### src/rtl/seg_scan_display.sv
// Eight-digit multiplexed seven-segment driver for CPU LED/statistics values.
// Shows hex or zero-blanked decimal; each frame renders a latched snapshot.
module seg_scan_display #(
   parameter int SCAN_DIV = 100000
) (
   input  logic        clk,
   input  logic        rst,
   input  logic        led_cpu_enable,
   input  logic [31:0] led_data_in,
   input  logic [31:0] total_cycles,
   input  logic [31:0] condi_branch_num,
   input  logic [31:0] uncondi_branch_num,
   input  logic [31:0] bubble_num,
   input  logic [2:0]  sel,
   input  logic        dec,
   input  logic        freeze,
   output logic [7:0]  seg,
   output logic [7:0]  an,
   output logic        led_hit
);

   localparam int CW = (SCAN_DIV > 1) ? $clog2(SCAN_DIV) : 1;
   localparam logic [4:0] BLANK = 5'd16;
   localparam logic [4:0] DASH  = 5'd17;

   typedef enum logic [1:0] {IDLE, SHIFT, DONE} state_t;

   state_t        state, state_nx;
   logic [CW-1:0] cnt;
   logic [2:0]    idx, idx_nx;
   logic          tick, frame;
   logic [31:0]   snap, sh, bcd, adj, src;
   logic          mode, ovf, pend;
   logic [4:0]    n;
   logic [4:0]    digit [8];
   logic [4:0]    dec_code [8];
   logic          nz;

   function automatic logic [7:0] enc(input logic [4:0] c);
      logic [7:0] s;
      case (c)
         5'd0:  s = 8'hC0;
         5'd1:  s = 8'hF9;
         5'd2:  s = 8'hA4;
         5'd3:  s = 8'hB0;
         5'd4:  s = 8'h99;
         5'd5:  s = 8'h92;
         5'd6:  s = 8'h82;
         5'd7:  s = 8'hF8;
         5'd8:  s = 8'h80;
         5'd9:  s = 8'h90;
         5'd10: s = 8'h88;
         5'd11: s = 8'h83;
         5'd12: s = 8'hC6;
         5'd13: s = 8'hA1;
         5'd14: s = 8'h86;
         5'd15: s = 8'h8E;
         DASH:  s = 8'hBF;
         default: s = 8'hFF;
      endcase
      return s;
   endfunction

   assign tick   = (cnt == CW'(SCAN_DIV - 1));
   assign frame  = tick && (idx == 3'd7);
   assign idx_nx = idx + 3'd1;

   always_comb begin
      case (sel)
         3'd1:    src = total_cycles;
         3'd2:    src = condi_branch_num;
         3'd3:    src = uncondi_branch_num;
         3'd4:    src = bubble_num;
         default: src = led_data_in;
      endcase
   end

   // Double-dabble correction: every BCD nibble >= 5 gets +3 before the shift
   always_comb begin
      adj = bcd;
      for (int i = 0; i < 8; i++)
         if (bcd[4*i +: 4] >= 4'd5)
            adj[4*i +: 4] = bcd[4*i +: 4] + 4'd3;
   end

   always_comb begin
      nz = 1'b0;
      for (int i = 7; i >= 0; i--) begin
         nz = nz | (bcd[4*i +: 4] != 4'd0);
         if (ovf)
            dec_code[i] = DASH;
         else if (!nz && i != 0)
            dec_code[i] = BLANK;
         else
            dec_code[i] = {1'b0, bcd[4*i +: 4]};
      end
   end

   always_comb begin
      state_nx = state;
      case (state)
         IDLE:    if (pend && mode) state_nx = SHIFT;
         SHIFT:   if (n == 5'd31) state_nx = DONE;
         DONE:    state_nx = IDLE;
         default: state_nx = IDLE;
      endcase
   end

   always_ff @(posedge clk or posedge rst) begin
      if (rst) state <= IDLE;
      else     state <= state_nx;
   end

   always_ff @(posedge clk or posedge rst) begin
      if (rst) begin
         cnt  <= '0;
         idx  <= 3'd7;
         an   <= 8'hFF;
         seg  <= 8'hFF;
         snap <= '0;
         mode <= 1'b0;
         pend <= 1'b0;
      end else begin
         cnt  <= tick ? '0 : cnt + CW'(1);
         pend <= frame;
         if (tick) begin
            idx <= idx_nx;
            an  <= ~(8'd1 << idx_nx);
            seg <= enc(digit[idx_nx]);
         end
         if (frame && !freeze) begin
            snap <= src;
            mode <= dec;
         end
      end
   end

   // Refresh starts one cycle after the boundary so it sees the new snapshot
   always_ff @(posedge clk or posedge rst) begin
      if (rst) begin
         sh  <= '0;
         bcd <= '0;
         n   <= '0;
         ovf <= 1'b0;
         for (int i = 0; i < 8; i++) digit[i] <= '0;
      end else begin
         case (state)
            IDLE: if (pend) begin
               if (mode) begin
                  sh  <= snap;
                  bcd <= '0;
                  n   <= '0;
                  ovf <= 1'b0;
               end else begin
                  for (int i = 0; i < 8; i++)
                     digit[i] <= {1'b0, snap[4*i +: 4]};
               end
            end
            SHIFT: begin
               ovf <= ovf | adj[31];
               bcd <= {adj[30:0], sh[31]};
               sh  <= {sh[30:0], 1'b0};
               n   <= n + 5'd1;
            end
            DONE: begin
               for (int i = 0; i < 8; i++) digit[i] <= dec_code[i];
            end
            default: ;
         endcase
      end
   end

   always_ff @(posedge clk or posedge rst) begin
      if (rst)                 led_hit <= 1'b0;
      else if (led_cpu_enable) led_hit <= 1'b1;
   end

endmodule
### config.mk
export PLATFORM = sky130hd
export DESIGN_NAME = seg_scan_display
export DESIGN_NICKNAME = d
export VERILOG_FILES = /design/src/rtl/seg_scan_display.sv
export SDC_FILE = /design/constraint.sdc
export NUM_CORES = 1
export LEC_CHECK = 0
export ABC_AREA = 1
export CORE_MARGIN = 3
export CORE_UTILIZATION = 30
export DETAILED_ROUTE_END_ITERATION = 8
export HOLD_SLACK_MARGIN = 0.12
export PLACE_DENSITY_LB_ADDON = 0.08
export SETUP_SLACK_MARGIN = 0.05
export SYNTH_ARGS = -nofsm -noshare
export SYNTH_HDL_FRONTEND = slang
export SYNTH_SLANG_ARGS = --single-unit
### constraint.sdc
create_clock -name clk -period 12.3 [get_ports clk]
set_input_delay 2.46 -clock clk [delete_from_list [all_inputs] [get_ports clk]]
set_output_delay 2.46 -clock clk [all_outputs]
set_load 0.02 [all_outputs]
# After elaboration in Yosys (flattened, before gate mapping)

Memories as Yosys holds them, arrays and structs flattened. A register that Yosys moved wholly into a read port is not among the register bits.
Cells that the tools add are included.

Register bits after elaboration: 183
Memories kept: 1
Word-level logic and storage cells: 129
Bits in read-only memories: 224

Memory list:

| name            | words | width | read ports | clocked after Yosys merged registers in | wr ports | line | source |
|---|---|---|---|---|---|---|---|
| (no name shown) | 32    | 7     | 1          | 1                                       | 0        | 41   | `case (c)` |

Reductions and logical operators: 17
Bitwise operators: 9
Eq/ne operators: 14
$lt $le $gt $ge: 9
Shifts and indexed selects: 1
$add $sub $neg: 11
Mux-type cells: 46

Operator list:

| operator              | number |
|---|---|
| $mux 32               | 4 |
| $pmux 32 s2           | 2 |
| $pmux 32 s4           | 1 |
| $mux 5                | 19 |
| $mux 40               | 2 |
| $pmux 40 s2           | 1 |
| $add 4x2->4 const B   | 8 |
| $ge 4x3->1 const B    | 8 |
| $mux 4                | 8 |
| $reduce_bool 4->1     | 7 |
| $add 17x1->17 const B | 1 |
| $eq 17x17->1 const B  | 1 |
| $mux 17               | 1 |
| $bmux 5 s3            | 1 |
| $ne 2x2->1 const B    | 5 |
| $pmux 5 s2            | 1 |
| $not 8->8             | 1 |
| $shl 1x3->8 const A   | 1 |
| $or 1x1->1            | 7 |
| $eq 3x2->1 const B    | 2 |
| $eq 3x3->1 const B    | 2 |
| $reduce_and 3->1      | 2 |
| $add 5x1->5 const B   | 1 |
| $eq 5x5->1 const B    | 1 |
| other kinds (15)      | 20 |

# Longest topological paths before layout

Gate-level depths: netlist (run 1).

Depth in word-level cells: 10
Mapped depth: 16
Depth with buffers taken out: 14

# Worst setup path after synthesis (run 1)

Ideal clock, no wire load.

Kind: input -> register
Start point: input port sel[0]
End point: register snap[25]
Setup time: 0.118 ns
Stages on the path: 7
Data arrival time: 3.310 ns
Path slack: 8.872 ns
Buffers on the path: 1
Cell sequence: nor3_2 inv_1 nand2_1 inv_2 clkbuf_1 a21oi_1 o21ai_2

Word-level cells in the longest chain between the ends: 2
Elaborated cells on any way between the ends: 5
Those cells by class: 4 x eq/ne; 1 x mux

RTL lines:

| element                            | line | source |
|---|---|---|
| start, declared                    | 14   | `input logic [2:0] sel,` |
| $eq 3x3->1 (tied with other cells) | 69   | `case (sel)` |
| $pmux 32 s4 *                      | 69   |  |
| end signal, assigned               | 132  | `snap <= src;` |
| end, declared                      | 32   | `logic [31:0] snap, sh, bcd, adj, src;` |

Mark *: on every way between the ends. The rest lies on a longest branch, timed or not.
A chain may end at the register's enable or synchronous reset.

# Worst setup path after layout (run 1)

Start point: input port sel[2]
End point: register snap[25]

Same word-level chain as after synthesis.

==> results of run 1 <==
metrics by stage:
| stage | worst slack (ns) | area (sq um) | hold WS (ns) | utilization | power [mW] |
|---|---|---|---|---|---|
| finish | 7.75 | 13100 | 0.462 | 0.388 | 1.25 |
| global placement | 7.18 | 12500 | 0.455 | 0.371 | 0.711 |
| global route | 7.49 | 13100 | 0.496 | 0.388 | 1.29 |
| CTS | 7.71 | 13100 | 0.465 | 0.388 | 1.27 |
| detailed placement | 7.23 | 12500 | 0.455 | 0.371 | 0.711 |
| floorplan | 4.93 | 10400 | 0.433 | - | 0.641 |
power by group:
group	switching (mW)	leakage, nW	internal (mW)	total (mW)
Combinational	0.0425	3.02	0.0560	0.0984
Sequential	0.00000000000000000316	2.45	0.598	0.598
Clock	0.265	0.259	0.284	0.549
Total	0.307	5.74	0.938	1.25
worst max-delay path, stage by stage:
cell and delay (ns):
clkdlybuf4s50_1 0.53, inv_1 0.11, nor3_4 0.96, inv_1 0.09, nand2_1 0.11, inv_2 0.23
a21oi_1 0.29, o21ai_2 0.07
flip-flops by register name, summed over array words and instances, names as in the netlist, 2 cells and up:
| register | count |
|---|---|
| an | 8 |
| bcd | 32 |
| cnt | 17 |
| digit | 40 |
| idx | 3 |
| n | 5 |
| seg | 7 |
| sh | 32 |
| snap | 32 |
| state | 2 |
synthesized netlist by cell type, types with 4 or more instances:
cell      count  area (sq um)
a221oi_1      6          52.6
nor2_1      112           420
xor2_1       19           166
nand2_2       4          25.0
nand3_2       6          60.1
a32o_1        4          40.0
o21ai_1      31           155
o221ai_1      4          35.0
clkbuf_1     14          52.6
o32ai_1       9          78.8
inv_1       140           526
nand3_1      63           315
nand4_1      42           263
nor2_2        6          37.5
o22ai_1      16           100
a22oi_1       4          30.0
o21ai_0      57           285
nor3_1       13          65.1
or2_2         4          25.0
buf_4         8          60.1
o31ai_1       4          30.0
inv_2         6          22.5
buf_2        35           175
dfstp_2      18           473
ha_1         36           450
o21ai_2       4          35.0
dfrtp_1     164          4100
a31oi_1      33           206
nand2_1     366          1370
a211oi_1      8          60.1
a21oi_1      76           380
buf_6         5          56.3
layer usage:
metal | GRT usage | vias to the layer above
met3 | 0.0478 | 25
li1 | - | 4730
met4 | 0.0516 | 0
met5 | 0 | -
met2 | 0.296 | 228
met1 | 0.254 | 4416
final timing paths:
path / from / end / slack (ns) / cells past startpoint
setup / recovery: sel[2] / snap[25]$_DFFE_PP0P_ / 7.75 / 8
hold / removal: cnt[0]$_DFF_PP0_ / cnt[0]$_DFF_PP0_ / 0.46 / 1
setup reg to reg: idx[0]$_DFFE_PP1N_ / seg[3]$_DFFE_PP1N_ / 8.65 / 14
hold reg to reg: cnt[0]$_DFF_PP0_ / cnt[0]$_DFF_PP0_ / 0.46 / 1
max in group asynchronous: rst / digit[35]$_DFFE_PP0P_ / 8.21 / 3
min in group asynchronous: rst / led_hit$_DFFE_PP0P_ / 2.56 / 2
layout make-up:
cell class | instances | area share
multi-input cells | 950 | 0.377
flip-flops and latches | 182 | 0.350
well taps | 448 | 0.0428
inverters | 146 | 0.0424
clock buffers | 17 | 0.0325
repair buffers | 192 | 0.145
clock inverters | 15 | 0.0111
cells by family after synthesis:
family | share of synthesized area
AND/OR/NAND/NOR | 0.259
AO/OA/AOI/OAI | 0.153
buffers and inverters | 0.0863
flip-flops | 0.441
adder cells (fa/ha/maj) | 0.0434
XOR/XNOR | 0.0160
other | 0.000361
==> flow_summary.yaml, run 1 <==
run_status:
  status: "finished clean"
yosys:
  postSynth.asyncResetShare: 1.00
  synth.distinct_cells: 47
  yosys_warnings: 0
  synth-edff-count: 0
  syn_nets: 1545
  syn_area_per_cell_sq_um: 7.74
  ys.flop_type: "dfrtp_1"
  ys_seq_elements: 182
  synthCells: 1341
  synth_area_sq_um: 10400
  yosysSeqAreaShare: 0.441
setup_path:
  crit_type: "primary input to register"
  cp-end-kind: "register"
  start_kind: "primary input"
  cp.required_ns: 12.61
  crit_arrival_ns: 4.85
  critPathMaxFanout: 33
timing:
  clock_skew_ns: 0.0101
  rsz0062_at_grt: "no"
  period_needed_ns: 4.55
  slew_violations: 0
  slew-limit-headroom: 0.154
  fin_setup_tns_ns: 0
  finalSetupViolations: 0
  finalCritPeriodShare: 0.370
  tightest_slew_ns: 1.26
  hold_viol_final: 0
  max_freq_mhz: 220
global_route:
  grt_pass1_wl_mm: 54.0
  grt_max_degree: 119
  track_usage: 0.187
  grt_pass1_vias: 9581
  grt_overflow: 0
  antenna_found_initial: 0
die:
  die-area_sq_um: 36900
  dieWidth_um: 192
  start_util: 0.307
  boundaryPins: 185
  dieHeight_um: 192
  coreArea_sq_um: 33800
  std_cell_rows: 67
final_layout:
  drive_gt1_frac: 0.0672
  ff_latch_area_sq_um: 4580
  fin_cells: 1950
  multi_input_area_sq_um: 4930
  layout_commonest_cell: "nand2_1"
  n_fill_cell: 3500
  antenna_cells: 0
  syn_to_final_growth_pct: 26.2
  nets: 1693
  layout_common_cells: "nand2_1 (366), clkdlybuf4s50_1 (183), dfrtp_1 (164)"
clocking:
  cts_buffers: 17
  clk_path_buf_depth: 2
  h-tree-depth: 4
  path_clk_slew_ns: 0.07
  cts_resized: 0
  postCtsSetupRepairBufs: 0
  cts.sink_count: 182
  hold_buffers: 0
  cts_tree: "built"
  root_buffer: "clkbuf_16"
  worstSkewPairLatency_ns: 0.44
power_and_ir_drop:
  power.leakage_nw: 5.74
  powerDensity_nw_per_um2: 95.1
  max-vdd-ir-drop_mv: 0.0684
route:
  met3WireLength_mm: 2.06
  routedWlPerCell_um: 17.3
  drtAntennaViolNets: 0
  drt_iter0_drc: 482
  drc_errors: 0
  met1_length_mm: 15.8
  viasPerCell: 4.82
  dr.pass1.iters: 8
  drt-total-wl_mm: 33.7
  top_layer: "met4"
  route.met2.wl_mm: 15.2
  num_vias: 9399
place:
  dp.final_hpwl_mm: 24.7
  io_buffer_count: 183
  place_inst: 1918
  gp_congestion: 0.842
job:
  max_cap_violations: 0
hold_path:
  hold_path.class: "register to register"
No activity file was read; power rests on OpenSTA's default activity.
==> run 2: changes to the inputs <==
clock period = 3.8 ns   (was 12.3 ns; I/O delays follow)
==> flow_summary.yaml, run 2 (synthesized netlist as in run 1, its figures left out) <==
final_layout:
  largest-register: "digit"
  syn_to_final_growth_pct: 26.9
  drive_gt1_frac: 0.0685
  nets: 1696
  antenna_cells: 0
  fin_area_sq_um: 13200
  layout_common_cells: "nand2_1 (366), clkdlybuf4s50_1 (183), dfrtp_1 (164)"
  layout_commonest_cell: "nand2_1"
  largest_reg_flops: 40
job:
  max_cap_violations: 0
route:
  num_vias: 9489
  dr.pass1.iters: 5
  drc_errors: 0
  viasPerCell: 4.86
  routedWlPerCell_um: 17.2
  drt_iter0_drc: 555
  drt-total-wl_mm: 33.6
  drtAntennaViolNets: 0
setup_path:
  r2r-start: "idx[0]$_DFFE_PP1N_"
  cp-end-kind: "register"
  cp.required_ns: 4.16
  start_kind: "register"
  crit_arrival_ns: 3.49
  crit_start: "idx[0]$_DFFE_PP1N_"
  critPathMaxFanout: 25
  crit_type: "register to register"
timing:
  fin_setup_tns_ns: 0
  finalSetupViolations: 0
  finalCritPeriodShare: 0.824
  period_needed_ns: 3.13
  slew-limit-headroom: 0.372
  tightest_slew_ns: 0.935
  clock_skew_ns: 0.0126
  hold_viol_final: 0
  max_freq_mhz: 319
  rsz0062_at_grt: "no"
  slew_violations: 0
clocking:
  cts_tree: "built"
  worstSkewPairLatency_ns: 0.44
  path_clk_slew_ns: 0.07
  h-tree-depth: 4
  cts_buffers: 17
  hold_buffers: 0
  clk_path_buf_depth: 2
  cts_resized: 0
  cts.sink_count: 182
  root_buffer: "clkbuf_16"
  postCtsSetupRepairBufs: 0
global_route:
  grt_pass1_vias: 9734
  grt_pass1_wl_mm: 53.6
  antenna_found_initial: 0
  grt_max_degree: 85
  track_usage: 0.186
  grt_overflow: 0
die:
  std_cell_rows: 67
  die-area_sq_um: 36900
  coreArea_sq_um: 33800
  start_util: 0.307
  dieWidth_um: 192
  boundaryPins: 185
  dieHeight_um: 192
power_and_ir_drop:
  max-vdd-ir-drop_mv: 0.264
  power.leakage_nw: 5.79
  powerDensity_nw_per_um2: 314
place:
  io_buffer_count: 183
  dp.final_hpwl_mm: 25.3
  gp_congestion: 0.889
  detailed_place.area_sq_um: 12600
hold_path:
  hold_path.class: "register to register"
  hold_start: "led_hit$_DFFE_PP0P_"
run_status:
  status: "finished clean"
run 2: per-stage QoR:
stage	util	hold WS, ns	setup WS [ns]	power (mW)	instances
after floorplan	-	0.433	0.718	2.08	1341
after global placement	0.372	0.456	0.803	2.30	1921
after detailed placement	0.372	0.458	0.737	2.30	1921
after CTS	0.390	0.473	0.726	4.20	1952
after global routing	0.390	0.496	0.392	4.30	1952
final	0.390	0.467	0.668	4.14	1952
run 2: final cells by class:
class                   instances  area, sq um
clock inverters                11          148
repair buffers                195         1930
clock buffers                  20          467
flip-flops and latches        182         4580
multi-input cells             950         4930
inverters                     146          552
well taps                     448          561
fillers                      3527        20600
run 2: routing by layer:
layer  routed length (um)  vias up  global-route usage
met4                  576        0              0.0451
li1                     -     4739                   -
met3                 2110       30              0.0495
met2                15200      245               0.297
met5                    0        -                   0
met1                15800     4475               0.251
run 2: path summary, 6_finish.rpt:
path	slack [ns]	cells after the start	to
min	0.47	1	led_hit$_DFFE_PP0P_
max reg2reg	0.67	14	seg[6]$_DFFE_PP1N_
max in group asynchronous	2.16	3	cnt[0]$_DFF_PP0_
max	0.67	14	seg[6]$_DFFE_PP1N_
min in group asynchronous	0.65	2	led_hit$_DFFE_PP0P_
min reg2reg	0.47	1	led_hit$_DFFE_PP0P_
run 2: worst max-delay path, stage by stage, from the launching register on:
cell and delay [ns]:
dfstp_2 0.82, inv_2 0.27, ha_1 0.63, inv_2 0.18, nand3_1 0.13, nand3_1 0.07, nand2_1 0.21, inv_1 0.12
ha_1 0.22, nand3_1 0.13, nand2_1 0.07, nand2_1 0.05, nand2_1 0.05, nand2_1 0.06, nand2_1 0.04
run 2: power by group:
part	leakage, nW	switching, mW	internal [mW]
clock network	0.302	0.798	1.09
registers	2.45	0.00000000000000000867	1.94
logic	3.04	0.136	0.183
total	5.79	0.933	3.21
